### src/rtl/sprite_reader5x5_pkg.sv
`default_nettype none
// ============================================================================
// Module  : sprite_reader5x5_pkg
// Brief   : Shared constants, colours, FSM states and bit-index helper for the
//           5x5 sprite reader.
// Revision: 1.0
// ============================================================================
package sprite_reader5x5_pkg;

  localparam int         CELL_SIZE = 5;
  localparam logic [5:0] LOC_LAST  = 6'b100100;

  localparam logic [2:0] BLACK  = 3'b000;
  localparam logic [2:0] BLUE   = 3'b001;
  localparam logic [2:0] YELLOW = 3'b110;
  localparam logic [2:0] WHITE  = 3'b111;

  typedef enum logic [1:0] {
    ST_IDLE  = 2'd0,
    ST_ISSUE = 2'd1,
    ST_DRAIN = 2'd2,
    ST_DONE  = 2'd3
  } state_t;

  // Mask bit for loc={row,col}: bit 24 is top-left, bit 0 bottom-right.
  function automatic logic [4:0] bit_index(input logic [5:0] loc);
    logic [4:0] lin;
    lin = 5'({2'b00, loc[5:3]} * 5'(CELL_SIZE)) + {2'b00, loc[2:0]};
    return 5'd24 - lin;
  endfunction

endpackage
`default_nettype wire

### src/rtl/sprite_reader5x5_counter5x5.sv
`default_nettype none
// ============================================================================
// Module  : counter5x5
// Brief   : Row-major 5x5 location counter, loc = {row[2:0], col[2:0]}.
// Revision: 1.0
// ============================================================================
module counter5x5
  import sprite_reader5x5_pkg::*;
(
  input  logic       clock,
  input  logic       reset_n,
  input  logic       i_clear,
  input  logic       i_en,
  output logic [5:0] o_loc,
  output logic [5:0] o_loc_next,
  output logic       o_last
);

  logic [5:0] r_loc;

  always_comb begin
    o_loc_next = {r_loc[5:3], r_loc[2:0] + 3'd1};
    if (r_loc[2:0] == 3'(CELL_SIZE - 1)) begin
      o_loc_next = {r_loc[5:3] + 3'd1, 3'd0};
    end
  end

  always_ff @(posedge clock or negedge reset_n) begin
    if (!reset_n) begin
      r_loc <= '0;
    end else if (i_clear) begin
      r_loc <= '0;
    end else if (i_en) begin
      r_loc <= o_loc_next;
    end
  end

  assign o_loc  = r_loc;
  assign o_last = (r_loc == LOC_LAST);

endmodule
`default_nettype wire

### src/rtl/sprite_reader5x5.sv
`default_nettype none
// ============================================================================
// Module  : sprite_reader5x5
// Brief   : Reads one 5x5 cell from a synchronous-read pixel store and rebuilds
//           its 25-bit shape mask plus a hit flag.
// Revision: 1.0
// ============================================================================
module sprite_reader5x5
  import sprite_reader5x5_pkg::*;
#(
  parameter int         RD_LATENCY = 1,
  parameter logic [2:0] BG_COLOUR  = BLACK
) (
  input  logic        clock,
  input  logic        reset_n,
  input  logic        start,
  input  logic [7:0]  x_in,
  input  logic [6:0]  y_in,
  input  logic        match_en,
  input  logic [2:0]  match_colour,
  output logic        rd_en,
  output logic [7:0]  rd_x,
  output logic [6:0]  rd_y,
  input  logic [2:0]  rd_data,
  output logic        busy,
  output logic        done,
  output logic [24:0] shape,
  output logic        hit
);

  state_t      r_state, w_state_next;
  logic        w_accept;
  logic        w_cnt_en;
  logic [5:0]  w_loc, w_loc_next;
  logic        w_last;
  logic [7:0]  w_start_x, r_base_x;
  logic [6:0]  w_start_y, r_base_y;
  logic        r_match_en;
  logic [2:0]  r_match_colour;
  logic [RD_LATENCY-1:0] r_pipe_vld;
  logic [4:0]  r_pipe_idx [RD_LATENCY];
  logic        w_tail_busy;
  logic        w_pix_set;
  logic [24:0] w_shape_next;

  assign w_start_x = x_in * 8'd5;
  assign w_start_y = y_in * 7'd5;
  assign w_cnt_en  = (r_state == ST_ISSUE);

  counter5x5 u_counter (
    .clock      (clock),
    .reset_n    (reset_n),
    .i_clear    (w_accept),
    .i_en       (w_cnt_en),
    .o_loc      (w_loc),
    .o_loc_next (w_loc_next),
    .o_last     (w_last)
  );

  always_ff @(posedge clock or negedge reset_n) begin
    if (!reset_n) begin
      r_state <= ST_IDLE;
    end else begin
      r_state <= w_state_next;
    end
  end

  always_comb begin
    w_state_next = r_state;
    w_accept     = 1'b0;
    busy         = 1'b0;
    done         = 1'b0;
    case (r_state)
      ST_IDLE: begin
        if (start) begin
          w_accept     = 1'b1;
          w_state_next = ST_ISSUE;
        end
      end
      ST_ISSUE: begin
        busy = 1'b1;
        if (w_last) w_state_next = ST_DRAIN;
      end
      ST_DRAIN: begin
        busy = 1'b1;
        if (!w_tail_busy) w_state_next = ST_DONE;
      end
      ST_DONE: begin
        done         = 1'b1;
        w_state_next = ST_IDLE;
      end
      default: w_state_next = ST_IDLE;
    endcase
  end

  always_ff @(posedge clock) begin
    if (w_accept) begin
      r_base_x       <= w_start_x;
      r_base_y       <= w_start_y;
      r_match_en     <= match_en;
      r_match_colour <= match_colour;
    end
  end

  // Read address registers track the counter so rd_x/rd_y match loc each cycle.
  always_ff @(posedge clock or negedge reset_n) begin
    if (!reset_n) begin
      rd_en <= 1'b0;
      rd_x  <= '0;
      rd_y  <= '0;
    end else if (w_accept) begin
      rd_en <= 1'b1;
      rd_x  <= w_start_x;
      rd_y  <= w_start_y;
    end else if (r_state == ST_ISSUE) begin
      if (w_last) begin
        rd_en <= 1'b0;
      end else begin
        rd_x <= r_base_x + {5'd0, w_loc_next[2:0]};
        rd_y <= r_base_y + {4'd0, w_loc_next[5:3]};
      end
    end
  end

  always_ff @(posedge clock or negedge reset_n) begin
    if (!reset_n) begin
      r_pipe_vld <= '0;
      for (int i = 0; i < RD_LATENCY; i++) r_pipe_idx[i] <= '0;
    end else begin
      r_pipe_vld[0] <= rd_en;
      r_pipe_idx[0] <= bit_index(w_loc);
      for (int i = 1; i < RD_LATENCY; i++) begin
        r_pipe_vld[i] <= r_pipe_vld[i-1];
        r_pipe_idx[i] <= r_pipe_idx[i-1];
      end
    end
  end

  // The output stage is being consumed this cycle; only earlier stages matter.
  always_comb begin
    w_tail_busy = 1'b0;
    for (int i = 0; i < RD_LATENCY - 1; i++) begin
      w_tail_busy = w_tail_busy | r_pipe_vld[i];
    end
  end

  assign w_pix_set = r_match_en ? (rd_data == r_match_colour) : (rd_data != BG_COLOUR);

  always_comb begin
    w_shape_next = shape;
    if (r_pipe_vld[RD_LATENCY-1] && w_pix_set) begin
      w_shape_next[r_pipe_idx[RD_LATENCY-1]] = 1'b1;
    end
  end

  always_ff @(posedge clock or negedge reset_n) begin
    if (!reset_n) begin
      shape <= '0;
      hit   <= 1'b0;
    end else if (w_accept) begin
      shape <= '0;
      hit   <= 1'b0;
    end else begin
      shape <= w_shape_next;
      if (r_state == ST_DRAIN && !w_tail_busy) hit <= |w_shape_next;
    end
  end

endmodule
`default_nettype wire

### config.mk
export PLATFORM = sky130hd
export DESIGN_NAME = sprite_reader5x5
export DESIGN_NICKNAME = d
export VERILOG_FILES = /design/src/rtl/sprite_reader5x5_pkg.sv /design/src/rtl/sprite_reader5x5_counter5x5.sv /design/src/rtl/sprite_reader5x5.sv
export SDC_FILE = /design/constraint.sdc
export NUM_CORES = 1
export LEC_CHECK = 0
export ABC_AREA = 1
export ABC_CLOCK_PERIOD_IN_PS = 2240
export CORE_MARGIN = 2
export CORE_UTILIZATION = 45
export DETAILED_ROUTE_END_ITERATION = 10
export GPL_TIMING_DRIVEN = 0
export HOLD_SLACK_MARGIN = 0.02
export PLACE_DENSITY = 0.75
export REMOVE_ABC_BUFFERS = 1
export SYNTH_ARGS = -nofsm -noshare
export SYNTH_HDL_FRONTEND = slang
export SYNTH_HIERARCHICAL = 1
export SYNTH_SLANG_ARGS = --single-unit
### constraint.sdc
create_clock -name clock -period 2.24 [get_ports clock]
set_input_delay 0.448 -clock clock [delete_from_list [all_inputs] [get_ports clock]]
set_output_delay 0.448 -clock clock [all_outputs]
set_load 0.02 [all_outputs]
==> results of run 1 <==
==> how the worst max path moves through the flow <==
stage                        from  endpoint  slack, ns  depth (start not counted)
2_1_floorplan          r_state[0]   rd_x[2]      -0.37                          8
3_3_place_gp                start   rd_x[2]      -1.60                          7
3_5_place_dp                start   rd_y[4]      -0.76                          7
4_1_cts        u_counter/o_loc[0]   rd_x[6]     0.0009                         15
5_1_grt        u_counter/o_loc[0]   rd_y[6]      -0.16                         16
6_report       u_counter/o_loc[0]   rd_y[6]      -0.03                         16
==> flip-flops by register name, summed over array words and instances (netlist names) <==
name	count
rd_x	8
rd_y	7
r_base_y	7
hit	1
r_pipe_idx	5
r_pipe_vld	1
u_counter/o_loc	6
rd_en	1
r_match_en	1
r_state	2
r_match_colour	3
r_base_x	8
shape	25
==> cell usage after synthesis, drive strengths merged <==
| cell type | n | area [um2] |
|---|---|---|
| clkbuf | 2 | 7.51 |
| xor2 | 10 | 87.6 |
| o211ai | 5 | 37.5 |
| a221o | 1 | 10.0 |
| o221ai | 1 | 8.76 |
| nand2 | 109 | 432 |
| nor2 | 67 | 259 |
| a21oi | 24 | 120 |
| clkinv | 1 | 5.00 |
| buf | 9 | 67.6 |
| o21ai | 19 | 95.1 |
| nand4 | 3 | 18.8 |
| edfxtp | 19 | 571 |
| fa | 6 | 120 |
| xnor2 | 7 | 61.3 |
| nor3b | 1 | 7.51 |
| dfrtp | 56 | 1400 |
| o311ai | 1 | 8.76 |
| o21bai | 1 | 7.51 |
| o22ai | 1 | 6.26 |
| a31oi | 2 | 12.5 |
| nor3 | 2 | 15.0 |
| inv | 81 | 304 |
| and2 | 1 | 6.26 |
| or2 | 2 | 12.5 |
| a21o | 1 | 7.51 |
| a21boi | 2 | 26.3 |
| nand3 | 39 | 210 |
| ha | 36 | 450 |
==> power by group through the flow <==
| stage | Sequential, W | Clock, W | Combinational (W) |
|---|---|---|---|
| after CTS | 0.00208 | 0.00101 | 0.00301 |
| after detailed placement | 0.00210 | 0 | 0.00278 |
| final | 0.00210 | 0.000988 | 0.00330 |
| after floorplan | 0.00233 | 0 | 0.00151 |
| after global placement | 0.00210 | 0 | 0.00268 |
| after global routing | 0.00215 | 0.00107 | 0.00366 |
==> timing repair <==
item                       CTS  global route
pin swaps                   13            23
cloned                       0             1
setup buffers               14             7
resized for setup           23            47
hold endpoints to repair     0             0
setup endpoints to repair   37            16
==> worst reg2reg max path, stage by stage (launching register included) <==
cell and delay (ns):
sky130_fd_sc_hd__dfrtp_1 0.40, sky130_fd_sc_hd__inv_2 0.11, sky130_fd_sc_hd__ha_4 0.17, sky130_fd_sc_hd__nand2_4 0.08
sky130_fd_sc_hd__inv_4 0.06, sky130_fd_sc_hd__nand2_4 0.05, sky130_fd_sc_hd__nand2_4 0.07, sky130_fd_sc_hd__ha_4 0.13
sky130_fd_sc_hd__inv_2 0.03, sky130_fd_sc_hd__fa_2 0.34, sky130_fd_sc_hd__o21ai_2 0.17, sky130_fd_sc_hd__nand2_1 0.10
sky130_fd_sc_hd__nor2_2 0.14, sky130_fd_sc_hd__a21oi_1 0.08, sky130_fd_sc_hd__nor2_1 0.08, sky130_fd_sc_hd__nand2_1 0.05
sky130_fd_sc_hd__a31oi_1 0.12
==> metrics by stage <==
step	cell area, um2	hold slack, ns	total power, W	util [%]
after global routing	5800	0.0624	0.00688	62.2
final	5800	0.0389	0.00639	62.2
after global placement	5140	0.405	0.00478	55.1
after floorplan	4300	0.152	0.00384	-
after detailed placement	5180	0.409	0.00488	55.5
after CTS	5570	0.0318	0.00611	59.7
==> logic make-up after synthesis <==
kind of cell | share of synthesized area [%]
AND/OR/NAND/NOR | 22.0
AO/OA/AOI/OAI | 7.78
XOR/XNOR | 3.40
flip-flops | 45.1
adder cells (fa/ha/maj) | 13.0
buffers and inverters | 8.78
==> metal layers <==
metal / track usage [%] / share of wire [%]
met5: 0 / 0
met4: 6.15 / 2.5
met3: 2.44 / 4.1
met2: 34.2 / 52
met1: 22.8 / 42
==> cell type report <==
class / instances / area share (%)
Inverter: 82 / 5.63
Timing Repair Buffer: 90 / 15.5
Sequential cell: 75 / 34.1
Clock buffer: 12 / 2.87
Multi-Input combinational cell: 342 / 38.8
Tap cell: 129 / 2.78
Clock inverter: 4 / 0.388
==> run_summary.xml, run 1 <==
<?xml version="1.0" encoding="UTF-8"?>
<metrics>
  <group name="run_status">
    <metric name="outcome" unit="">finished with violations</metric>
    <metric name="failed_checks" unit="">setup timing</metric>
  </group>
  <group name="global_route">
    <metric name="vias_in_the_first_global_route" unit="">3617</metric>
    <metric name="grt_start_max_net_pins" unit="">40</metric>
    <metric name="gr-usage-all-layers" unit="%">18.7</metric>
    <metric name="number_of_antenna_violations_at_the_first_check_in_global_routing" unit="">0</metric>
    <metric name="grt_pass1_wl" unit="um">15600</metric>
    <metric name="grt_overflow" unit="">0</metric>
  </group>
  <group name="critical_path">
    <metric name="critPathRequiredTime" unit="ns">2.50</metric>
    <metric name="ff2ff_setup_slack" unit="ns">-0.03</metric>
    <metric name="path_max_fanout" unit="">4</metric>
    <metric name="critPathMaxStageDelay" unit="ns">0.40</metric>
    <metric name="regToRegEndpoint" unit="">rd_y[6]</metric>
    <metric name="startpoint_class" unit="">flip-flop</metric>
    <metric name="timing.critical_path.to_type" unit="">flip-flop</metric>
    <metric name="timing_worst_setup_path_type" unit="">reg -&gt; reg</metric>
    <metric name="slowest_stage" unit="">sky130_fd_sc_hd__dfrtp_1</metric>
    <metric name="timing.rr.start" unit="">u_counter/o_loc[0]</metric>
    <metric name="critical_path.most_common_cell" unit="">sky130_fd_sc_hd__nand2_4</metric>
    <metric name="worstPathBufferInverterCount" unit="">3</metric>
    <metric name="worst_ep_arrival_time" unit="ns">2.53</metric>
    <metric name="cp_cell_sequence" unit="">inv_2 &gt; ha_4 &gt; nand2_4 &gt; inv_4 &gt; nand2_4 &gt; nand2_4 &gt; ha_4 &gt; inv_2 &gt; fa_2 &gt; o21ai_2 &gt; nand2_1 &gt; nor2_2 &gt; a21oi_1 &gt; nor2_1 &gt; nand2_1 &gt; a31oi_1</metric>
    <metric name="r2r.worst_path.cells" unit="">16</metric>
    <metric name="worst_path_dominant_cell_family" unit="">adder cells</metric>
  </group>
  <group name="placed_design">
    <metric name="gpl.final_weighted_congestion" unit="">0.866</metric>
    <metric name="place_ws" unit="ns">-0.763</metric>
    <metric name="place_inst" unit="">697</metric>
    <metric name="port_buffers" unit="">68</metric>
    <metric name="dp.final_hpwl" unit="um">6610</metric>
  </group>
  <group name="routing">
    <metric name="routed_wl" unit="um">9820</metric>
    <metric name="initialDrtViolationCount" unit="">144</metric>
    <metric name="drt-wirelength-per-cell" unit="um">13.4</metric>
    <metric name="ant_nets" unit="">0</metric>
    <metric name="firstDrtPassIters" unit="">4</metric>
    <metric name="drt_drc_violations_left" unit="">0</metric>
    <metric name="dr_total_vias" unit="">3645</metric>
    <metric name="via_density_per_instance" unit="">4.97</metric>
  </group>
  <group name="synth">
    <metric name="synthesis.area" unit="mm2">0.00438</metric>
    <metric name="post_synth_inst_count" unit="">509</metric>
    <metric name="yosys_warnings" unit="">6</metric>
    <metric name="yosys.cell_types.count" unit="">42</metric>
    <metric name="yosys_register_bits" unit="">75</metric>
    <metric name="yosysSeqAreaShare" unit="%">45.1</metric>
    <metric name="syn_area_per_cell" unit="um2">8.60</metric>
  </group>
  <group name="power_and_ir_drop">
    <metric name="power.switching" unit="W">0.00266</metric>
    <metric name="ir_worst_vdd" unit="uV">825</metric>
    <metric name="share_seq_of_total_power" unit="%">32.9</metric>
    <metric name="pwr-share-comb" unit="%">51.7</metric>
    <metric name="power.static_leakage" unit="nW">2.71</metric>
    <metric name="pwr_density_cell" unit="mW/mm2">1100</metric>
    <metric name="clkPwrFrac" unit="%">15.5</metric>
    <metric name="sw_frac_of_total" unit="%">41.6</metric>
    <metric name="power.internal" unit="W">0.00373</metric>
  </group>
  <group name="finish">
    <metric name="nets" unit="">667</metric>
    <metric name="multi_input_logic_area" unit="mm2">0.00225</metric>
    <metric name="layout-drive-gt1-share" unit="%">17.4</metric>
    <metric name="num_antenna_cells" unit="">0</metric>
    <metric name="n_fill_cell" unit="">783</metric>
    <metric name="flow.area_growth_from_synthesis" unit="%">32.5</metric>
    <metric name="fin_cells" unit="">734</metric>
    <metric name="final_common_cell" unit="">sky130_fd_sc_hd__nand2_1</metric>
    <metric name="area.sequential" unit="mm2">0.00198</metric>
    <metric name="most-common-layout-cells" unit="">sky130_fd_sc_hd__nand2_1 (95), sky130_fd_sc_hd__inv_1 (70), sky130_fd_sc_hd__clkdlybuf4s50_1 (66)</metric>
  </group>
  <group name="clocking">
    <metric name="clkSlewWorstSetupHoldPaths" unit="ns">0.08</metric>
    <metric name="clkSinkCount" unit="">75</metric>
    <metric name="numCtsBuffers" unit="">9</metric>
    <metric name="insertion_delay" unit="ns">0.34</metric>
    <metric name="clk_path_buf_depth" unit="">2</metric>
    <metric name="cts-root-buf" unit="">sky130_fd_sc_hd__clkbuf_8</metric>
    <metric name="cts_tree" unit="">yes</metric>
    <metric name="number_of_h_tree_levels" unit="">3</metric>
    <metric name="cts_hold_repair.buffers" unit="">0</metric>
  </group>
  <group name="sta">
    <metric name="achievable-frequency" unit="GHz">0.441</metric>
    <metric name="final-setup-viol-count" unit="">1</metric>
    <metric name="slew_margin_rel" unit="%">60.7</metric>
    <metric name="setup_tns" unit="ns">-0.0296</metric>
    <metric name="grt_setup_unrepaired" unit="">true</metric>
    <metric name="final.setup.worst_slack" unit="ns">-0.0296</metric>
    <metric name="worst-slew-pin-transition" unit="ns">0.586</metric>
    <metric name="report.final.hold_viol_count" unit="">0</metric>
    <metric name="fin_crit" unit="ns">2.27</metric>
    <metric name="fin_crit_sh" unit="%">101</metric>
    <metric name="fin_worst_skew" unit="ns">0.00560</metric>
    <metric name="report.final.slew_viol_count" unit="">0</metric>
  </group>
  <group name="hold_path">
    <metric name="min_path_type" unit="">in -&gt; async</metric>
  </group>
  <group name="floorplan">
    <metric name="io_pins" unit="">69</metric>
    <metric name="start_util" unit="%">46.9</metric>
    <metric name="die_w" unit="um">103</metric>
    <metric name="placement_rows" unit="">35</metric>
    <metric name="die-height" unit="um">103</metric>
    <metric name="die_area" unit="mm2">0.0105</metric>
    <metric name="floorplan.core_area" unit="mm2">0.00933</metric>
  </group>
  <group name="run">
    <metric name="maxCapViolations" unit="">0</metric>
  </group>
</metrics>
No activity file was read; power rests on OpenSTA's default activity.
==> inputs of run 2 (changes only) <==
Settings changed: DONT_BUFFER_PORTS set to 1, PLACE_DENSITY 0.75 to 0.66.
==> run 2 against run 1 <==
Net effect:
- the flow still finishes with violations (setup timing)
- hold slack improved by 0.14 ns
- non-clock buffer count fell by 68
- clock skew rose by 0.0048 ns
- sequential share of layout area rose by 5.1 points
- utilization fell by 8.1 points
- global-route usage rose by 0.29 points
- first-iteration DRC count fell by 22%
- cell area fell by 13%
- critical path type unchanged
- largest cell class unchanged
- largest power group unchanged
==> run_summary.xml, run 2 (synthesis results as in run 1) <==
<?xml version="1.0" encoding="UTF-8"?>
<metrics>
  <group name="run_status">
    <metric name="outcome" unit="">finished with violations</metric>
    <metric name="failed_checks" unit="">setup timing</metric>
  </group>
  <group name="critical_path">
    <metric name="worstSetupStartpoint" unit="">u_counter/o_loc[1]</metric>
    <metric name="timing.critical_path.to" unit="">r_pipe_idx[4]</metric>
    <metric name="regToRegEndpoint" unit="">r_pipe_idx[4]</metric>
    <metric name="worstPathBufferInverterCount" unit="">4</metric>
    <metric name="path_max_fanout" unit="">2</metric>
    <metric name="ff2ff_setup_slack" unit="ns">-0.08</metric>
    <metric name="worst_path_dominant_cell_family" unit="">adder cells</metric>
    <metric name="critPathRequiredTime" unit="ns">2.47</metric>
    <metric name="worst_ep_arrival_time" unit="ns">2.55</metric>
    <metric name="timing.critical_path.to_type" unit="">flip-flop</metric>
    <metric name="startpoint_class" unit="">flip-flop</metric>
    <metric name="critical_path.most_common_cell" unit="">sky130_fd_sc_hd__ha_2</metric>
    <metric name="cp_cell_sequence" unit="">buf_4 &gt; buf_6 &gt; ha_2 &gt; fa_1 &gt; inv_1 &gt; ha_2 &gt; inv_2 &gt; fa_2 &gt; xnor2_2 &gt; xor2_1</metric>
    <metric name="slowest_stage" unit="">sky130_fd_sc_hd__fa_1</metric>
    <metric name="timing.rr.start" unit="">u_counter/o_loc[1]</metric>
    <metric name="worst-path-stages" unit="">10</metric>
    <metric name="critPathMaxStageDelay" unit="ns">0.43</metric>
    <metric name="r2r.worst_path.cells" unit="">10</metric>
    <metric name="timing_worst_setup_path_type" unit="">reg -&gt; reg</metric>
  </group>
  <group name="sta">
    <metric name="final-setup-viol-count" unit="">3</metric>
    <metric name="timing.hold.ws" unit="ns">0.183</metric>
    <metric name="final.setup.worst_slack" unit="ns">-0.0788</metric>
    <metric name="report.final.hold_viol_count" unit="">0</metric>
    <metric name="achievable-frequency" unit="GHz">0.431</metric>
    <metric name="fin_crit" unit="ns">2.32</metric>
    <metric name="grt_setup_unrepaired" unit="">true</metric>
    <metric name="report.final.slew_viol_count" unit="">0</metric>
    <metric name="slew_margin_rel" unit="%">56.5</metric>
    <metric name="fin_crit_sh" unit="%">104</metric>
    <metric name="fin_worst_skew" unit="ns">0.0104</metric>
    <metric name="worst-slew-pin-transition" unit="ns">0.651</metric>
  </group>
  <group name="hold_path">
    <metric name="min_path_type" unit="">in -&gt; reg</metric>
  </group>
  <group name="finish">
    <metric name="final_common_cell" unit="">sky130_fd_sc_hd__nand2_1</metric>
    <metric name="most-common-layout-cells" unit="">sky130_fd_sc_hd__nand2_1 (97), sky130_fd_sc_hd__inv_1 (71), sky130_fd_sc_hd__nor2_1 (60)</metric>
    <metric name="n_fill_cell" unit="">867</metric>
    <metric name="post-route-cell-area" unit="mm2">0.00504</metric>
    <metric name="nets" unit="">598</metric>
    <metric name="layout-drive-gt1-share" unit="%">17.5</metric>
    <metric name="flow.area_growth_from_synthesis" unit="%">15.2</metric>
    <metric name="largest_registers" unit="">shape x25, r_base_x x8, rd_x x8</metric>
    <metric name="number_of_flip_flops_under_the_largest_register_name" unit="">25</metric>
    <metric name="num_antenna_cells" unit="">0</metric>
    <metric name="fin_util" unit="%">54.0</metric>
    <metric name="registers.top_by_ff_count" unit="">shape</metric>
  </group>
  <group name="global_route">
    <metric name="gr-usage-all-layers" unit="%">19.0</metric>
    <metric name="vias_in_the_first_global_route" unit="">3527</metric>
    <metric name="number_of_antenna_violations_at_the_first_check_in_global_routing" unit="">0</metric>
    <metric name="grt_start_max_net_pins" unit="">57</metric>
    <metric name="grt_pass1_wl" unit="um">15600</metric>
    <metric name="grt_overflow" unit="">0</metric>
  </group>
  <group name="floorplan">
    <metric name="die-height" unit="um">103</metric>
    <metric name="placement_rows" unit="">35</metric>
    <metric name="floorplan.core_area" unit="mm2">0.00933</metric>
    <metric name="io_pins" unit="">69</metric>
    <metric name="start_util" unit="%">46.9</metric>
    <metric name="die_w" unit="um">103</metric>
    <metric name="die_area" unit="mm2">0.0105</metric>
  </group>
  <group name="routing">
    <metric name="top_metal_used" unit="">met4</metric>
    <metric name="met3_length" unit="um">677</metric>
    <metric name="wl_met1" unit="um">3840</metric>
    <metric name="drt-wirelength-per-cell" unit="um">14.0</metric>
    <metric name="ant_nets" unit="">0</metric>
    <metric name="firstDrtPassIters" unit="">4</metric>
    <metric name="dr_total_vias" unit="">3374</metric>
    <metric name="initialDrtViolationCount" unit="">112</metric>
    <metric name="drt_drc_violations_left" unit="">0</metric>
    <metric name="met2WireLength" unit="um">4660</metric>
    <metric name="routed_wl" unit="um">9340</metric>
    <metric name="via_density_per_instance" unit="">5.07</metric>
  </group>
  <group name="clocking">
    <metric name="cts_tree" unit="">yes</metric>
    <metric name="clkSinkCount" unit="">75</metric>
    <metric name="insertion_delay" unit="ns">0.35</metric>
    <metric name="number_of_h_tree_levels" unit="">3</metric>
    <metric name="clkSlewWorstSetupHoldPaths" unit="ns">0.08</metric>
    <metric name="numCtsBuffers" unit="">9</metric>
    <metric name="cts-root-buf" unit="">sky130_fd_sc_hd__clkbuf_8</metric>
    <metric name="clk_path_buf_depth" unit="">2</metric>
  </group>
  <group name="placed_design">
    <metric name="dp.final_hpwl" unit="um">6340</metric>
    <metric name="port_buffers" unit="">0</metric>
    <metric name="postPlaceCellArea" unit="mm2">0.00448</metric>
    <metric name="gpl.final_weighted_congestion" unit="">0.832</metric>
  </group>
  <group name="run">
    <metric name="maxCapViolations" unit="">0</metric>
  </group>
  <group name="power_and_ir_drop">
    <metric name="pwr_density_cell" unit="mW/mm2">1150</metric>
    <metric name="ir_worst_vdd" unit="uV">814</metric>
    <metric name="power.static_leakage" unit="nW">2.41</metric>
  </group>
</metrics>
[run 2: cell count changes in the layout (fill, tap and decap cells not counted), sizes merged]
cell	delta
a21boi	-1
buf	-2
clkbuf	-2
clkdlybuf4s50	-66
clkinv	-1
clkinvlp	+2
dlygate4sd3	+1
dlymetal6s2s	-1
inv	+1
[run 2: cell type report]
type	instances	area [um2]	area share [%]
Sequential cell	75	1980	39.2
Clock inverter	6	40.0	0.794
Timing Repair Buffer	22	216	4.29
Multi-Input combinational cell	341	2190	43.4
Tap cell	129	161	3.20
Inverter	82	324	6.43
Clock buffer	10	138	2.73
[run 2: per-layer routing]
metal / up-vias / global-route usage, %
li1: 1667 / -
met1: 1594 / 21.1
met2: 98 / 34.6
met3: 15 / 6.31
met4: 0 / 5.33
met5: - / 0
[run 2: power by group]
group | switching, W | total [W] | internal (W)
clock | 0.000520 | 0.000950 | 0.000430
sequential | 0.000567 | 0.00239 | 0.00183
combinational | 0.00149 | 0.00243 | 0.000941
total | 0.00258 | 0.00578 | 0.00320
[run 2: through the flow]
step                worst slack [ns]  setup TNS [ns]  cells  power (W)
floorplan                     -0.368           -2.56    498    0.00384
global placement               -1.37          -46.96    627    0.00429
detailed placement            -0.514           -4.33    628    0.00438
CTS                         -0.00176        -0.00176    658    0.00558
global route                  -0.175           -1.00    665    0.00628
finish                       -0.0788          -0.121    665    0.00578
[run 2: what timing repair did]
| item | in CTS | in global routing |
|---|---|---|
| gates resized for setup | 29 | 26 |
| pin swaps | 15 | 16 |
| endpoints found under the hold margin | 56 | 0 |
| setup buffers | 12 | 7 |
| endpoints found under the setup margin | 37 | 14 |
| hold buffers | 2 | 0 |
[run 2: worst min-delay path by stage]
| stage | start | endpoint | slack [ns] | cells past startpoint |
|---|---|---|---|---|
| 6_report | y_in[0] | r_base_y[0] | 0.18 | 0 |
| 5_1_grt | match_colour[1] | r_match_colour[1] | 0.16 | 0 |
| 4_1_cts | y_in[0] | r_base_y[0] | 0.17 | 0 |
| 3_5_place_dp | reset_n | shape[5] | 0.15 | 0 |
| 3_3_place_gp | reset_n | shape[6] | 0.15 | 0 |
| 2_1_floorplan | reset_n | hit | 0.15 | 0 |
[run 2: worst register-to-register path, delay by kind of cell (launching register included)]
family | cells | cell delay (ns)
adders and majority gates | 4 | 1.15
buffers and inverters | 4 | 0.36
DFF | 1 | 0.41
xor gates and xnor gates | 2 | 0.27
